## src/rtl/pipe_pack_arbiter_pkg.sv

```systemverilog
// Shared types and constants for the two-requester byte packer.
package pipe_pack_arbiter_pkg;

    localparam int NBYTES     = 3;
    localparam int DEFAULT_DW = 8;

    // Value of the byte counter when the last byte of a word is being captured.
    localparam logic [1:0] CNT_LAST = 2'(NBYTES - 1);

    typedef enum logic [1:0] {
        S_IDLE    = 2'b00,
        S_COLLECT = 2'b01,
        S_FULL    = 2'b10
    } state_t;

    // Round-robin pick: the requester after last_grant wins unless it is idle.
    // Only meaningful when at least one req bit is high.
    function automatic logic rr_pick(input logic [1:0] req, input logic last_grant);
        logic pri;
        pri = ~last_grant;
        return req[pri] ? pri : ~pri;
    endfunction

    function automatic logic [1:0] onehot(input logic idx);
        return idx ? 2'b10 : 2'b01;
    endfunction

endpackage

```

## src/rtl/pipe_pack_arbiter_if.sv

```systemverilog
// Requester/consumer bundle for the packer: two byte requesters in, packed word out.
interface pipe_pack_arbiter_if
    import pipe_pack_arbiter_pkg::*;
#(
    parameter int DW = DEFAULT_DW
);

    logic [1:0]           req;
    logic [DW-1:0]        data0;
    logic [DW-1:0]        data1;
    logic [1:0]           gnt;
    logic [NBYTES*DW-1:0] out_data;
    logic                 out_valid;
    logic                 out_ready;
    logic                 out_src;

    // Requester/consumer side of the bundle.
    modport master (
        output req, data0, data1, out_ready,
        input  gnt, out_data, out_valid, out_src
    );

    // Arbiter side of the bundle.
    modport slave (
        input  req, data0, data1, out_ready,
        output gnt, out_data, out_valid, out_src
    );

endinterface

```

## src/rtl/pipe_pack_datapath.sv

```systemverilog
// Byte shift packer. P2 takes the newest byte, so after three captures the
// first byte sits in P0 (low bits) and the last in P2 (high bits). P0..P2 are
// themselves the output word register: nothing shifts while a finished word
// waits for the consumer, so the word stays stable without a second copy.
module pipe_pack_datapath
    import pipe_pack_arbiter_pkg::*;
#(
    parameter int DW = DEFAULT_DW
)
(
    input  logic                 clk,
    input  logic                 rst,
    input  logic                 clear,
    input  logic                 shift_en,
    input  logic [DW-1:0]        byte_in,
    output logic [NBYTES*DW-1:0] word
);

    logic [DW-1:0] p0;
    logic [DW-1:0] p1;
    logic [DW-1:0] p2;

    // Shift a captured byte in, or wipe the packer on reset / word consumption.
    always_ff @(posedge clk) begin
        if (rst || clear) begin
            p0 <= '0;
            p1 <= '0;
            p2 <= '0;
        end else if (shift_en) begin
            p2 <= byte_in;
            p1 <= p2;
            p0 <= p1;
        end
    end

    assign word = {p2, p1, p0};

endmodule

```

## src/rtl/pipe_pack_arbiter.sv

```systemverilog
// Round-robin arbiter that packs three bytes from the granted requester into
// one output word, with stall support and output backpressure.
//
//   state     | meaning
//   ----------+-------------------------------------------------------------
//   S_IDLE    | no grant outstanding, waiting for any req
//   S_COLLECT | one requester granted, capturing bytes while its req is high
//   S_FULL    | word complete, out_valid high until out_ready
module pipe_pack_arbiter
    import pipe_pack_arbiter_pkg::*;
#(
    parameter int DW = DEFAULT_DW
)
(
    input logic               clk,
    input logic               rst,
    pipe_pack_arbiter_if.slave bus
);

    state_t     state_q;
    logic [1:0] gnt_q;
    logic [1:0] count_q;
    logic       valid_q;
    logic       src_q;
    logic       last_q;

    logic                 gnt_idx;
    logic                 capture;
    logic                 consume;
    logic                 winner;
    logic [DW-1:0]        byte_sel;
    logic [NBYTES*DW-1:0] word;

    // Grant decode, byte mux and handshake qualifiers for this cycle.
    always_comb begin
        gnt_idx  = gnt_q[1];
        byte_sel = gnt_q[1] ? bus.data1 : bus.data0;
        capture  = (state_q == S_COLLECT) && (|(gnt_q & bus.req));
        consume  = (state_q == S_FULL) && bus.out_ready;
        winner   = rr_pick(bus.req, last_q);
    end

    // Sequencer: grant, count captures, present the word, hand over on consume.
    always_ff @(posedge clk) begin
        if (rst) begin
            state_q <= S_IDLE;
            gnt_q   <= '0;
            count_q <= '0;
            valid_q <= 1'b0;
            src_q   <= 1'b0;
            last_q  <= 1'b1;
        end else begin
            case (state_q)
                S_IDLE: begin
                    valid_q <= 1'b0;
                    if (|bus.req) begin
                        state_q <= S_COLLECT;
                        gnt_q   <= onehot(winner);
                        count_q <= '0;
                    end else begin
                        gnt_q <= '0;
                    end
                end
                S_COLLECT: begin
                    if (capture) begin
                        if (count_q == CNT_LAST) begin
                            state_q <= S_FULL;
                            gnt_q   <= '0;
                            count_q <= '0;
                            valid_q <= 1'b1;
                            src_q   <= gnt_idx;
                            last_q  <= gnt_idx;
                        end else begin
                            count_q <= count_q + 2'd1;
                        end
                    end
                end
                S_FULL: begin
                    if (bus.out_ready) begin
                        valid_q <= 1'b0;
                        if (|bus.req) begin
                            state_q <= S_COLLECT;
                            gnt_q   <= onehot(winner);
                            count_q <= '0;
                        end else begin
                            state_q <= S_IDLE;
                        end
                    end
                end
                default: begin
                    state_q <= S_IDLE;
                    gnt_q   <= '0;
                    count_q <= '0;
                    valid_q <= 1'b0;
                end
            endcase
        end
    end

    pipe_pack_datapath #(.DW(DW)) u_datapath (
        .clk      (clk),
        .rst      (rst),
        .clear    (consume),
        .shift_en (capture),
        .byte_in  (byte_sel),
        .word     (word)
    );

    assign bus.gnt       = gnt_q;
    assign bus.out_valid = valid_q;
    assign bus.out_src   = src_q;
    assign bus.out_data  = word;

endmodule

```

## src/flat_wrapper.sv

```systemverilog
// flat-port wrapper written by rule: the top's interface ports become plain ports
module pipe_pack_arbiter_flat import pipe_pack_arbiter_pkg::*;
#(
    parameter int DW = DEFAULT_DW
)
  (clk, rst, bus_req, bus_data0, bus_data1, bus_out_ready, bus_gnt, bus_out_data, bus_out_valid, bus_out_src);
  pipe_pack_arbiter_if #(.DW(DW)) bus_i ();
  input logic clk;
  input logic rst;
  input wire logic [$bits(bus_i.req)-1:0] bus_req;
  input wire logic [$bits(bus_i.data0)-1:0] bus_data0;
  input wire logic [$bits(bus_i.data1)-1:0] bus_data1;
  input wire logic [$bits(bus_i.out_ready)-1:0] bus_out_ready;
  output wire logic [$bits(bus_i.gnt)-1:0] bus_gnt;
  output wire logic [$bits(bus_i.out_data)-1:0] bus_out_data;
  output wire logic [$bits(bus_i.out_valid)-1:0] bus_out_valid;
  output wire logic [$bits(bus_i.out_src)-1:0] bus_out_src;
  assign bus_i.req = bus_req;
  assign bus_i.data0 = bus_data0;
  assign bus_i.data1 = bus_data1;
  assign bus_i.out_ready = bus_out_ready;
  assign bus_gnt = bus_i.gnt;
  assign bus_out_data = bus_i.out_data;
  assign bus_out_valid = bus_i.out_valid;
  assign bus_out_src = bus_i.out_src;
  pipe_pack_arbiter #(.DW(DW)) u_core (.clk(clk), .rst(rst), .bus(bus_i));
endmodule
```

## config.mk

```make
export PLATFORM = sky130hd
export DESIGN_NAME = pipe_pack_arbiter_flat
export DESIGN_NICKNAME = d
export VERILOG_FILES = /design/src/rtl/pipe_pack_arbiter_pkg.sv /design/src/rtl/pipe_pack_arbiter_if.sv /design/src/rtl/pipe_pack_datapath.sv /design/src/rtl/pipe_pack_arbiter.sv /design/src/flat_wrapper.sv
export SDC_FILE = /design/constraint.sdc
export NUM_CORES = 1
export LEC_CHECK = 0
export CAP_MARGIN = 20
export CORE_MARGIN = 3
export CORE_UTILIZATION = 39
export CTS_CLUSTER_SIZE = 24
export DETAILED_ROUTE_END_ITERATION = 10
export PLACE_DENSITY = 0.75
export SYNTH_ARGS = -nofsm -noshare
export SYNTH_HDL_FRONTEND = slang
export SYNTH_SLANG_ARGS = --single-unit
```

## constraint.sdc

```tcl
create_clock -name clk -period 2.7 [get_ports clk]
set_input_delay 0.54 -clock clk [delete_from_list [all_inputs] [get_ports clk]]
set_output_delay 0.54 -clock clk [all_outputs]
set_load 0.1 [all_outputs]
```

==> Word level (Yosys, flattened, before mapping) <==
Cells that the tools add are included.
{ "totals": {"ff_bits": 33, "input_bits": 21, "out_inout_bits": 28, "word_cells": 58} }
{ "classes": {"add_sub_neg": 1, "order_cmp": 1, "eq_ne": 8, "n_mux": 26, "bitwise": 2, "n_reduce_logical": 11} }
{ "ops": {"columns": ["operator", "n"], "rows": [
  ["2-to-1 mux 2 bit", 14],
  ["one-hot mux 2 bit (3 select lines)", 3],
  ["2-to-1 mux 8 bit", 1],
  ["AND reduction 4 bit", 2],
  ["2-to-1 mux 1 bit", 7],
  ["!= test 2 bit, second input constant", 3],
  ["AND reduction 3 bit", 2],
  ["equality test 2 bit, second input constant", 2],
  ["!= test 2 x 1 -> 1 bit, second input constant", 2],
  ["OR reduction 2 bit", 2],
  ["adder 2 x 1 -> 2 bit, second input constant", 1],
  ["AND 2 bit", 1],
  ["equality test 2 x 1 -> 1 bit, second input constant", 1],
  ["logical AND 1 bit", 2],
  ["zero test 2 bit", 1],
  ["less-than comparator 1 x 2 -> 1 bit, second input constant", 1],
  ["one-hot mux 1 bit (2 select lines)", 1],
  ["AND reduction 2 bit", 1],
  ["logical OR 1 bit", 1],
  ["NOT 1 bit", 1]
]} }

==> Logic depth before layout (Yosys ltp) <==
{ "logic_depth": {"depth_word": 8, "mapped_depth": 7, "mapped_depth_nobuf": 4} }

==> By module <==
From an unflattened synthesis, not the netlist that was laid out.
{ "unflattened": {"cells_unflattened": 141, "hier_area_um2": 1425.1} }
{ "modules_own_cells": {"columns": ["mod", "instances", "cells_each", "area_per_inst_um2", "seq_area_each_um2"], "rows": [
  ["pipe_pack_datapath", 1, 79, 867.1, 480.5],
  ["pipe_pack_arbiter", 1, 62, 558.0, 180.2]
]} }

==> Least setup slack after synthesis <==
No wires, ideal clock.
{ "synth_path": {"path_type": "flip-flop to flip-flop", "from": "register u_core.gnt_q[1], in the netlist u_core.bus.gnt[1]", "to": "register u_core.gnt_q[0], in the netlist u_core.bus.gnt[0]", "setup_ns": 0.121, "arrival_time_ns": 1.943, "t_required_ns": 2.579, "slack_ns": 0.637, "path_stages_with_launch": 4, "path_buffers": 0, "period_less_slack_ns": 2.063, "cell_sequence": "dfxtp_1 > a22oi_4 > o32ai_1 > mux2_2"} }
{ "synth_between": {"elab_chain_len": 5} }
{ "synth_lines": {"columns": ["element", "line", "rtl"], "rows": [
  ["start, declared", "pipe_pack_arbiter.sv:21", "logic [1:0] gnt_q;"],
  ["start signal, assigned", "pipe_pack_arbiter.sv:58", "gnt_q <= onehot(winner);"],
  ["start signal, assigned", "pipe_pack_arbiter.sv:83", "gnt_q <= onehot(winner);"],
  ["AND 2 bit", "pipe_pack_arbiter.sv:38", "capture = (state_q == S_COLLECT) && (|(gnt_q & bus.req));"],
  ["OR reduction 2 bit", "pipe_pack_arbiter.sv:38", null],
  ["logical AND 1 bit", "pipe_pack_arbiter.sv:38", null],
  ["!= test 2 x 1 -> 1 bit (no source line)", null, null],
  ["AND reduction 4 bit (no source line)", null, null]
]} }
No other way between the ends.
A chain may end at the register's enable or synchronous reset.

==> Worst setup path after layout <==
{ "layout_path": {"from": "input bus_req[1]", "to": "register u_core.gnt_q[1], in the netlist u_core.bus.gnt[1]"} }
{ "layout_between": {"elab_chain_len": 7, "word_cells_on_any_way": 15, "classes_between": "2 x eq/ne; 8 x mux; 1 x bitwise; 4 x reduce/logical"} }
{ "layout_lines": {"columns": ["element", "line", "rtl"], "rows": [
  ["start, declared", "flat_wrapper.sv:10", "input wire logic [$bits(bus_i.req)-1:0] bus_req;"],
  ["2-to-1 mux 1 bit (implied by the code) (2 in a row)", "pipe_pack_arbiter_pkg.sv:21", "return req[pri] ? pri : ~pri;"],
  ["2-to-1 mux 1 bit", "pipe_pack_arbiter_pkg.sv:21", null],
  ["2-to-1 mux 2 bit", "pipe_pack_arbiter_pkg.sv:25", "return idx ? 2'b10 : 2'b01;"],
  ["2-to-1 mux 2 bit", "pipe_pack_arbiter.sv:81", "if (|bus.req) begin"],
  ["2-to-1 mux 2 bit", "pipe_pack_arbiter.sv:79", "if (bus.out_ready) begin"],
  ["one-hot mux 2 bit (3 select lines)", "pipe_pack_arbiter.sv:53", "case (state_q)"]
]} }
Parallel ways exist; a longest one is shown, timed or not. The select of a mux whose other input is x is not followed.

==> run metrics <==
Detailed Route WL slightly below 3000 microns; Setup-failing EPs final 0; Cells after Synth 161; reg2reg path depth 4; Worst setup EP type register; Placed Cells incl. Taps 246; Area growth, synth to finish 36.1%; Worst Setup Start Kind input pin; setup repair after global routing missed its margin no; Core Util, Final 56.3%; routability cong. 0.878; Clock Sinks 33; Die X 65.9 microns; largest net degree at the start of global routing 33; total grt overflow 0; Crit Path Category input pin to register; fin. max-slew vios 0; sequential share of the synthesized area a little under half; CTS max path bufs 2; final worst path period need roughly 1.8 ns; worst path arrival time 2.05 ns; final hold violations 0; clock latency on the worst-skew pair 0.33 ns; #FFs+latches synth 33; worst-path cell chain clkdlybuf4s50_1 -> a22oi_4 -> o32ai_1 -> mux2_2; HP Start u_core.u_datapath.p0[4]$_SDFFE_PP0P_; sequential share of power 49.4%; number of gates resized after cts 0; register area 661 sq um; # fillers about 320; DR WL/cell 11.7 microns; initial drt markers 73; Syn Nets 182; core area around 3400 sq um; Sw Share 24.4%; area of the multi-input gates 667 sq um; clock slew seen by the registers of the worst setup and hold paths 0.10 ns; RR Endpoint u_core.bus.gnt[1]$_SDFFE_PP0P_; number of global-route vias before repair 1,104; Slew HR 65.6%; Cells on Worst Hold Path 2; final non-filler cell total about 250; initial antenna violation count 0; CP peak stage delay 0.56 ns; Tcrit/Tclk final between 60% and 70%; Worst path slowest cell clkdlybuf4s50_1; count of different cell masters after synthesis 30; Final #Nets 228; Critical path buffers and inverters 1; first-pass GRT wire length 5040 microns; DR vias/cell 4.89; power share of the combinational group 13.2%; Power Internal 768 uW; Post-Route Setup TNS 0 ns; Initial Util between 40% and 50%; cell family with most CP delay buffers and inverters; CP Data Required Time 2.92 ns; maximum VDD drop 0.000307 V; status completed; # rows 21; CTS tree yes; RR Startpoint u_core.bus.gnt[1]$_SDFFE_PP0P_; clock network power share a little under two fifths; Die Area 4350 sq um; H-tree levels 2; MaxCap Viol Count 0; Max Clock Skew 0.00898 ns; post-CTS setup buffer count 0; DP HPWL 2170 microns; fmax 547 MHz; Die Y-Extent between 60 and 70 microns; vias 1,243; static leakage 0.000733 uW; P_sw 248 uW; Mapped Area 1400 sq um; Root Buffer clkbuf_4; slew at the pin closest to its max-slew limit between 0.5 and 0.6 ns; Yosys warning total 0; antenna cells 0; Overall Global Routing Usage 14.8%; CTS Buf Count 5; router iterations before antenna repair 4; min-delay worst type register to register; Max FO, Critical Path 6; CTS Hold Bufs 0; Pwr Density 533 nW/um^2; Buffers on Ports 48; FF-to-FF setup slack 1.11 ns; IO Count 49; Syn Area/Cell a little under 9 sq um; Post-DRT Antenna Nets 0; layout cells sized above 1 approximately a fifth; # DRC 0; hold endpoint u_core.u_datapath.p0[4]$_SDFFE_PP0P_
## synthesized netlist by cell type
library cell / instances / area share, %
mux2i_1: 9 / 6.4
a21oi_1: 23 / 8.2
o32ai_1: 2 / 1.3
o31ai_1: 1 / 0.54
inv_1: 3 / 0.80
o21ai_0: 3 / 1.1
nor2b_1: 2 / 0.89
a211oi_1: 8 / 4.3
clkbuf_1: 3 / 0.80
a2111o_1: 1 / 0.80
a22oi_4: 1 / 1.5
buf_4: 2 / 1.1
or2_2: 1 / 0.45
nand4b_1: 1 / 0.63
or4_1: 1 / 0.54
and2b_1: 1 / 0.54
nor2_1: 12 / 3.2
nor2_2: 1 / 0.45
dfxtp_1: 33 / 47
buf_6: 1 / 0.80
nand2b_4: 1 / 0.98
buf_2: 5 / 1.8
a2111oi_0: 2 / 1.3
a31o_2: 1 / 0.63
and3_1: 1 / 0.45
nand2_1: 33 / 8.8
or3_1: 1 / 0.45
nand2b_1: 5 / 2.2
mux2_2: 2 / 1.6
o21ai_1: 1 / 0.36
## final cells by class
class	instances	area share (%)
clock buffer	7	2.89
tap	46	3.02
sequential	33	34.6
clock inverter	1	1.57
timing repair buffer	50	22.3
inverter	3	0.591
multi-input combinational	114	35.0
## layout by cell type (no fill, tap or decap)
cell type        instances
or3_1                    1
clkdlybuf4s50_1         20
a2111oi_0                2
mux2_2                   2
a31o_2                   1
and3_1                   1
or2_2                    1
bufinv_16                1
nand4b_1                 1
nand2_1                 33
a22oi_4                  1
clkbuf_1                 1
a2111o_1                 1
inv_1                    3
clkbuf_4                 5
o21ai_0                  3
dfxtp_1                 33
a21oi_1                 23
clkbuf_8                 1
o31ai_1                  1
a211oi_1                 8
and2b_1                  1
nand2b_1                 5
nor2b_1                  2
or4_1                    1
nand2b_4                 1
buf_4                   30
o32ai_1                  2
nor2_2                   1
o21ai_1                  1
mux2i_1                  9
nor2_1                  12
## worst max path at each step
stage	endpoint	cells after the start	from
after floorplan	u_core.bus.gnt[0]$_SDFFE_PP0P_	3	u_core.bus.gnt[1]$_SDFFE_PP0P_
after global placement	u_core.bus.gnt[1]$_SDFFE_PP0P_	4	bus_req[1]
after detailed placement	u_core.bus.gnt[1]$_SDFFE_PP0P_	4	bus_req[1]
after CTS	u_core.bus.gnt[1]$_SDFFE_PP0P_	4	bus_req[1]
after global routing	u_core.bus.gnt[1]$_SDFFE_PP0P_	5	bus_req[1]
final	u_core.bus.gnt[1]$_SDFFE_PP0P_	4	bus_req[1]
## metal layers
layer / vias to the layer above / share of wire [%] / global-route usage (%)
li1: 649 / - / -
met1: 555 / 47 / 20.3
met2: 37 / 46 / 22.0
met3: 2 / 5.6 / 4.08
met4: 0 / 1.0 / 5.33
met5: - / 0 / 0
## worst min-delay path: stages, from the launching register on
cell	delay, ns
dfxtp_1	0.32
nand2_1	0.05
a21oi_1	0.05
## kinds of logic (layout without fill, tap and decap cells)
logic type / Yosys count / count (layout) / share of synthesized area, %
AND/OR/NAND/NOR: 60 / 60 / 19.6
multiplexers: 11 / 11 / 8.04
flip-flops: 33 / 33 / 47.1
buffers and inverters: 14 / 61 / 5.27
AO/OA/AOI/OAI: 43 / 43 / 19.9
## power by group through the flow
stage          Clock, uW  Sequential, uW  Combinational [uW]
2_1_floorplan          0             551                49.6
3_3_place_gp           0             513                 133
3_5_place_dp           0             513                 135
4_1_cts              391             502                 135
5_1_grt              409             504                 144
6_report             379             502                 134
## stage by stage
stage	setup slack, ns	hold slack (ns)	cell area [sq um]	power [uW]
after floorplan	0.637	0.469	1400	601
after global placement	0.599	0.442	1820	646
after detailed placement	0.512	0.450	1820	649
after CTS	0.874	0.464	1910	1030
after global routing	0.813	0.483	1910	1060
final	0.872	0.458	1910	1020
## state kept, by name (all words and copies together) (netlist names)
signal                flops
u_core.bus.out_src        1
u_core.state_q            2
u_core.u_datapath.p0      8
u_core.last_q             1
u_core.u_datapath.p2      8
u_core.bus.out_valid      1
u_core.count_q            2
u_core.u_datapath.p1      8
u_core.bus.gnt            2
(Power assumes the default switching activity.)
